**src/rtl/arc4_seq_ctrl_if.sv**
```systemverilog
// Handshake and S-memory bundle between the ARC4 sequencer, its three engines
// and the task-level top.
interface arc4_seq_ctrl_if #(
    parameter int ADDR_W = 8,
    parameter int DATA_W = 8
) ();
    logic              en;
    logic              rdy;
    logic              done;
    logic              err;

    logic              init_en;
    logic              init_rdy;
    logic [ADDR_W-1:0] init_addr;
    logic [DATA_W-1:0] init_wrdata;
    logic              init_wren;

    logic              ksa_en;
    logic              ksa_rdy;
    logic [ADDR_W-1:0] ksa_addr;
    logic [DATA_W-1:0] ksa_wrdata;
    logic              ksa_wren;

    logic              prga_en;
    logic              prga_rdy;
    logic [ADDR_W-1:0] prga_addr;
    logic [DATA_W-1:0] prga_wrdata;
    logic              prga_wren;

    logic [ADDR_W-1:0] s_addr;
    logic [DATA_W-1:0] s_wrdata;
    logic              s_wren;

    modport master (
        input  en,
        output rdy, done, err,
        output init_en,
        input  init_rdy, init_addr, init_wrdata, init_wren,
        output ksa_en,
        input  ksa_rdy, ksa_addr, ksa_wrdata, ksa_wren,
        output prga_en,
        input  prga_rdy, prga_addr, prga_wrdata, prga_wren,
        output s_addr, s_wrdata, s_wren
    );

    modport slave (
        output en,
        input  rdy, done, err,
        input  init_en,
        output init_rdy, init_addr, init_wrdata, init_wren,
        input  ksa_en,
        output ksa_rdy, ksa_addr, ksa_wrdata, ksa_wren,
        input  prga_en,
        output prga_rdy, prga_addr, prga_wrdata, prga_wren,
        input  s_addr, s_wrdata, s_wren
    );
endinterface

```
**src/rtl/arc4_seq_ctrl.sv**
```systemverilog
// ARC4 top-level sequencer: runs init, KSA and PRGA in order, owns the single
// S-memory port on behalf of the running engine, and watchdogs stalled engines.
module arc4_seq_ctrl #(
    parameter int TIMEOUT_CYCLES = 4096,
    parameter int ADDR_W         = 8,
    parameter int DATA_W         = 8
) (
    input  logic            clk,
    input  logic            rst_n,
    arc4_seq_ctrl_if.master bus
);
    localparam int              WD_W    = (TIMEOUT_CYCLES > 2) ? $clog2(TIMEOUT_CYCLES) : 1;
    localparam logic [WD_W-1:0] WD_LAST = WD_W'(TIMEOUT_CYCLES - 1);

    typedef enum logic [3:0] {
        IDLE, INIT_GO, INIT_LO, INIT_HI,
        KSA_GO, KSA_LO, KSA_HI,
        PRGA_GO, PRGA_LO, PRGA_HI,
        FAULT
    } state_t;

    typedef enum logic [1:0] {OWN_NONE, OWN_INIT, OWN_KSA, OWN_PRGA} owner_t;

    state_t            state, state_next;
    owner_t            owner, owner_next;
    logic [WD_W-1:0]   wd, wd_next;
    logic              wd_hit;
    logic              accept;
    logic              done_q, err_q;
    logic              init_go, ksa_go, prga_go;
    logic [ADDR_W-1:0] mux_addr;
    logic [DATA_W-1:0] mux_wrdata;
    logic              mux_wren;

    assign wd_hit = (wd == WD_LAST);
    assign accept = (state == IDLE) && bus.en;

    always_comb begin
        state_next = state;
        wd_next    = wd;
        init_go    = 1'b0;
        ksa_go     = 1'b0;
        prga_go    = 1'b0;
        case (state)
            IDLE: begin
                if (bus.en) begin
                    state_next = INIT_GO;
                    wd_next    = '0;
                end
            end
            FAULT: state_next = FAULT;
            default: begin
                // The watchdog outranks any progress made in its final cycle.
                if (wd_hit) begin
                    state_next = FAULT;
                end else begin
                    wd_next = wd + 1'b1;
                    case (state)
                        INIT_GO: if (bus.init_rdy) begin
                            init_go    = 1'b1;
                            state_next = INIT_LO;
                        end
                        INIT_LO: if (!bus.init_rdy) state_next = INIT_HI;
                        INIT_HI: if (bus.init_rdy) begin
                            state_next = KSA_GO;
                            wd_next    = '0;
                        end
                        KSA_GO: if (bus.ksa_rdy) begin
                            ksa_go     = 1'b1;
                            state_next = KSA_LO;
                        end
                        KSA_LO: if (!bus.ksa_rdy) state_next = KSA_HI;
                        KSA_HI: if (bus.ksa_rdy) begin
                            state_next = PRGA_GO;
                            wd_next    = '0;
                        end
                        PRGA_GO: if (bus.prga_rdy) begin
                            prga_go    = 1'b1;
                            state_next = PRGA_LO;
                        end
                        PRGA_LO: if (!bus.prga_rdy) state_next = PRGA_HI;
                        PRGA_HI: if (bus.prga_rdy) begin
                            state_next = IDLE;
                            wd_next    = '0;
                        end
                        default: state_next = FAULT;
                    endcase
                end
            end
        endcase
    end

    always_comb begin
        owner_next = OWN_NONE;
        case (state_next)
            INIT_GO, INIT_LO, INIT_HI: owner_next = OWN_INIT;
            KSA_GO, KSA_LO, KSA_HI:    owner_next = OWN_KSA;
            PRGA_GO, PRGA_LO, PRGA_HI: owner_next = OWN_PRGA;
            default:                   owner_next = OWN_NONE;
        endcase
    end

    always_ff @(posedge clk) begin
        if (!rst_n) begin
            state  <= IDLE;
            owner  <= OWN_NONE;
            wd     <= '0;
            done_q <= 1'b0;
            err_q  <= 1'b0;
        end else begin
            state <= state_next;
            owner <= owner_next;
            wd    <= wd_next;
            if (accept)
                done_q <= 1'b0;
            else if (state == PRGA_HI && state_next == IDLE)
                done_q <= 1'b1;
            if (accept)
                err_q <= 1'b0;
            else if (state_next == FAULT)
                err_q <= 1'b1;
        end
    end

    // Owner is registered alongside state, so the mux adds no latency to engine traffic.
    always_comb begin
        mux_addr   = '0;
        mux_wrdata = '0;
        mux_wren   = 1'b0;
        case (owner)
            OWN_INIT: begin
                mux_addr   = bus.init_addr;
                mux_wrdata = bus.init_wrdata;
                mux_wren   = bus.init_wren;
            end
            OWN_KSA: begin
                mux_addr   = bus.ksa_addr;
                mux_wrdata = bus.ksa_wrdata;
                mux_wren   = bus.ksa_wren;
            end
            OWN_PRGA: begin
                mux_addr   = bus.prga_addr;
                mux_wrdata = bus.prga_wrdata;
                mux_wren   = bus.prga_wren;
            end
            default: ;
        endcase
    end

    assign bus.rdy      = (state == IDLE);
    assign bus.done     = done_q;
    assign bus.err      = err_q;
    // Start pulses are gated by reset so an aborted run issues nothing further.
    assign bus.init_en  = init_go & rst_n;
    assign bus.ksa_en   = ksa_go & rst_n;
    assign bus.prga_en  = prga_go & rst_n;
    assign bus.s_addr   = mux_addr;
    assign bus.s_wrdata = mux_wrdata;
    assign bus.s_wren   = mux_wren;
endmodule

```
**src/flat_wrapper.sv**
```systemverilog
// flat-port wrapper written by rule: the top's interface ports become plain ports
module arc4_seq_ctrl_flat 
#(
    parameter int TIMEOUT_CYCLES = 4096,
    parameter int ADDR_W         = 8,
    parameter int DATA_W         = 8
)
  (clk, rst_n, bus_en, bus_rdy, bus_done, bus_err, bus_init_en, bus_init_rdy, bus_init_addr, bus_init_wrdata, bus_init_wren, bus_ksa_en, bus_ksa_rdy, bus_ksa_addr, bus_ksa_wrdata, bus_ksa_wren, bus_prga_en, bus_prga_rdy, bus_prga_addr, bus_prga_wrdata, bus_prga_wren, bus_s_addr, bus_s_wrdata, bus_s_wren);
  arc4_seq_ctrl_if #(.ADDR_W(ADDR_W), .DATA_W(DATA_W)) bus_i ();
  input  logic clk;
  input  logic rst_n;
  input wire logic [$bits(bus_i.en)-1:0] bus_en;
  output wire logic [$bits(bus_i.rdy)-1:0] bus_rdy;
  output wire logic [$bits(bus_i.done)-1:0] bus_done;
  output wire logic [$bits(bus_i.err)-1:0] bus_err;
  output wire logic [$bits(bus_i.init_en)-1:0] bus_init_en;
  input wire logic [$bits(bus_i.init_rdy)-1:0] bus_init_rdy;
  input wire logic [$bits(bus_i.init_addr)-1:0] bus_init_addr;
  input wire logic [$bits(bus_i.init_wrdata)-1:0] bus_init_wrdata;
  input wire logic [$bits(bus_i.init_wren)-1:0] bus_init_wren;
  output wire logic [$bits(bus_i.ksa_en)-1:0] bus_ksa_en;
  input wire logic [$bits(bus_i.ksa_rdy)-1:0] bus_ksa_rdy;
  input wire logic [$bits(bus_i.ksa_addr)-1:0] bus_ksa_addr;
  input wire logic [$bits(bus_i.ksa_wrdata)-1:0] bus_ksa_wrdata;
  input wire logic [$bits(bus_i.ksa_wren)-1:0] bus_ksa_wren;
  output wire logic [$bits(bus_i.prga_en)-1:0] bus_prga_en;
  input wire logic [$bits(bus_i.prga_rdy)-1:0] bus_prga_rdy;
  input wire logic [$bits(bus_i.prga_addr)-1:0] bus_prga_addr;
  input wire logic [$bits(bus_i.prga_wrdata)-1:0] bus_prga_wrdata;
  input wire logic [$bits(bus_i.prga_wren)-1:0] bus_prga_wren;
  output wire logic [$bits(bus_i.s_addr)-1:0] bus_s_addr;
  output wire logic [$bits(bus_i.s_wrdata)-1:0] bus_s_wrdata;
  output wire logic [$bits(bus_i.s_wren)-1:0] bus_s_wren;
  assign bus_i.en = bus_en;
  assign bus_rdy = bus_i.rdy;
  assign bus_done = bus_i.done;
  assign bus_err = bus_i.err;
  assign bus_init_en = bus_i.init_en;
  assign bus_i.init_rdy = bus_init_rdy;
  assign bus_i.init_addr = bus_init_addr;
  assign bus_i.init_wrdata = bus_init_wrdata;
  assign bus_i.init_wren = bus_init_wren;
  assign bus_ksa_en = bus_i.ksa_en;
  assign bus_i.ksa_rdy = bus_ksa_rdy;
  assign bus_i.ksa_addr = bus_ksa_addr;
  assign bus_i.ksa_wrdata = bus_ksa_wrdata;
  assign bus_i.ksa_wren = bus_ksa_wren;
  assign bus_prga_en = bus_i.prga_en;
  assign bus_i.prga_rdy = bus_prga_rdy;
  assign bus_i.prga_addr = bus_prga_addr;
  assign bus_i.prga_wrdata = bus_prga_wrdata;
  assign bus_i.prga_wren = bus_prga_wren;
  assign bus_s_addr = bus_i.s_addr;
  assign bus_s_wrdata = bus_i.s_wrdata;
  assign bus_s_wren = bus_i.s_wren;
  arc4_seq_ctrl #(.TIMEOUT_CYCLES(TIMEOUT_CYCLES), .ADDR_W(ADDR_W), .DATA_W(DATA_W)) u_core (.clk(clk), .rst_n(rst_n), .bus(bus_i));
endmodule
```
**config.mk**
```make
export PLATFORM = sky130hd
export DESIGN_NAME = arc4_seq_ctrl_flat
export DESIGN_NICKNAME = d
export VERILOG_FILES = /design/src/rtl/arc4_seq_ctrl_if.sv /design/src/rtl/arc4_seq_ctrl.sv /design/src/flat_wrapper.sv
export SDC_FILE = /design/constraint.sdc
export NUM_CORES = 1
export LEC_CHECK = 0
export CORE_MARGIN = 2
export CORE_UTILIZATION = 40
export DETAILED_ROUTE_END_ITERATION = 16
export DONT_BUFFER_PORTS = 1
export SLEW_MARGIN = 0
export SYNTH_ARGS = -nofsm -noshare
export SYNTH_HDL_FRONTEND = slang
export SYNTH_SLANG_ARGS = --single-unit
```
**constraint.sdc**
```tcl
create_clock -name clk -period 2.3 [get_ports clk]
set_input_delay 0.69 -clock clk [delete_from_list [all_inputs] [get_ports clk]]
set_output_delay 0.69 -clock clk [all_outputs]
set_load 0.05 [all_outputs]
```
==> results.ini <==
[logic_synthesis]
ys_seq_area_frac=0.2506
synthesis.area_um2=1598
synth_flop_cell=dfxtp_1
synthArstFlopShare=0
avgSynthCellArea_um2=7.871
syn_inst=203
synth_cell_type_count=51
synth-edff-count=0
synth_nets=261
yosysWarningCount=0
synth_seq_cells=20

[timing]
finalHoldViolations=0
setup_violations=2
fin_crit_sh=1.002
fin_skew_ps=3.310
maxSlewHeadroom=0.6291
worst_slack_ps=-3.560
max_freq_ghz=0.4341
rsz0062_at_grt=true
worstMarginPinSlew_ps=549.3
fin_crit_ps=2304
drv_slew=0
setup_tns_ps=-3.655

[worst_setup_path]
start_kind=flop
crit_arrival_ps=1610
endpoint_kind=output pin
worstSetupPathType=flop to output pin
path_max_fanout=3
r2r_setup_slack_ps=120
worstPathRequired_ps=1610

[routing]
postRouteAntennaNets=0
drt_iter0_markers=107
vias_per_cell=6.116
wl_um=4825
wl_per_cell_um=17.42
drc=0
vias=1694
dr.pass1.iters=4

[run]
max_cap_violations=0

[clocking]
clock_sinks=20
cts_tree=yes
clk_path_buf_depth=2
cts_root_buffer=clkbuf_8
cts_buffers=3
cts_hold_buf=0
clock_latency_ps=260
clkTransAtPathRegs_ps=80
h-tree-depth=1

[floorplan]
design.die.area_um2=4516
rows=22
die_h_um=67.20
initial_core_util=0.4268
fp.dieW_um=67.20
core_um2=3744
ios=80

[placed_design]
dpl.hpwl_um=3681
numPortBuffers=0
place_congestion=0.8279

[grt]
grtUsageTotal=0.2005
antenna_found_initial=0
grt_pass1_vias=1560
grt_max_degree=18
grt-ovfl-total=0
grt_first_pass_wirelength_um=7141

[final_layout]
nets=288
area_growth_pct=38.21
postLayoutCoreUtil=0.5899
drive_above_1_share=0.4105
num_antenna_cells=0

[power_and_ir_drop]
pwr_density_cell_nw_per_um2=511.8
leakage_nw=0.8406
ir_drop_uv=361.9

[run_status]
status=finished with violations
violations=negative setup slack

[worst_hold_path]
hp-class=flop to flop

[Yosys cell counts (2+ instances only)]
cell type   n  area [um^2]
o211ai_1    2        15.01
nor3_1      5        25.02
dfxtp_1    20        400.4
nand3_1     6        30.03
nand3b_1    2        15.01
a22oi_1     2        15.01
mux2_2     17        191.4
nor4_2      2        25.02
a21oi_1    18        90.09
inv_1       3        11.26
and3_1      3        18.77
a21o_1      2        15.01
clkbuf_1    8        30.03
o21ai_1     7        35.03
or4_1       3        22.52
buf_2       3        15.01
nand4_2     2        25.02
o21ai_0     5        25.02
nor4_1      3        18.77
nor2_1     23        86.33
a31oi_1     2        12.51
buf_6       2        22.52
or3_1       5        31.28
nor2b_1     4        25.02
nand2_1    10        37.54
nand2b_1    2        12.51
a22o_1     18        157.7
[cells in the final DEF, fill, tap and decap left out, types with 6 or more instances in the layout]
cell     Yosys  final
a21oi_1     18     18
a22o_1      18      8
a22o_2       0     10
buf_12       0     12
buf_4        1     22
dfxtp_1     20      9
dfxtp_4      0      6
mux2_2      17     17
nand2_1     10      8
nand3_1      6      6
nor2_1      23     22
o21ai_1      7      7
[sequential cells by signal, indices dropped and copies added (netlist names)]
name             count
u_core.state         4
u_core.bus.done      1
u_core.owner         2
u_core.bus.err       1
u_core.wd           12
[worst max-delay path: stages (launching register included)]
cell and delay, ps:
dfxtp_4 360, ha_4 160, nand2_4 80, nor4_4 40, nor2_2 160, nand2_4 110, nor4_4 270, buf_12 180
[area by class of cell]
| class | instances | area (um^2) |
|---|---|---|
| Inverter | 5 | 18.77 |
| Fill cell | 341 | 1535 |
| Timing Repair Buffer | 37 | 432.9 |
| Tap cell | 48 | 60.06 |
| Multi-Input combinational cell | 163 | 1212 |
| Sequential cell | 20 | 429.2 |
| Clock buffer | 4 | 55.05 |
[where the power goes]
group	internal [mW]	total, mW	switching, mW	leakage, nW
Combinational	0.196	0.494	0.298	0.643
Sequential	0.351	0.365	0.0144	0.169
Clock	0.152	0.271	0.119	0.0288
Total	0.699	1.13	0.431	0.841
[repair_timing]
action | 4_1_cts | 5_1_grt
gates cloned | 0 | 1
resized for setup | 12 | 17
endpoints found under the setup margin | 3 | 20
setup buffers | 1 | 5
pin swaps | 5 | 6
[final timing paths]
kind,end,startpoint,cells past startpoint
max,bus_ksa_en,u_core.wd[1]$_SDFFE_PN0P_,7
min,u_core.wd[5]$_SDFFE_PN0P_,u_core.wd[5]$_SDFFE_PN0P_,2
max reg2reg,u_core.wd[11]$_SDFFE_PN0P_,u_core.wd[1]$_SDFFE_PN0P_,8
min reg2reg,u_core.wd[5]$_SDFFE_PN0P_,u_core.wd[5]$_SDFFE_PN0P_,2
[cell families after synthesis]
family,count (synthesis),share of synthesized area
AOI/OAI and AO/OA,66,0.2796
adders and majority gates,1,0.007830
buffers and inverters,20,0.06107
DFF,20,0.2506
muxes,19,0.1331
and+or+nand+nor,77,0.2678
[through the flow]
stage                     std cells  total power [mW]  hold WS (ps)  area [um^2]  setup slack (ps)
after floorplan                 203            0.7220         468.9         1662            -65.67
after global placement          266            0.8509         482.1         2017             99.34
after detailed placement        266            0.8614         510.1         2017             21.47
after CTS                       271             1.134         515.4         2115             8.120
after global routing            277             1.177         551.9         2208            -79.54
final                           277             1.130         523.3         2208            -3.560
[routing by layer]
metal	global-route usage	routed length, um
met5	0	0
met4	0.03827	35
met3	0.05667	408
met2	0.3453	2528
met1	0.2505	1853
Note: power is estimated with default switching activity, not from simulation.
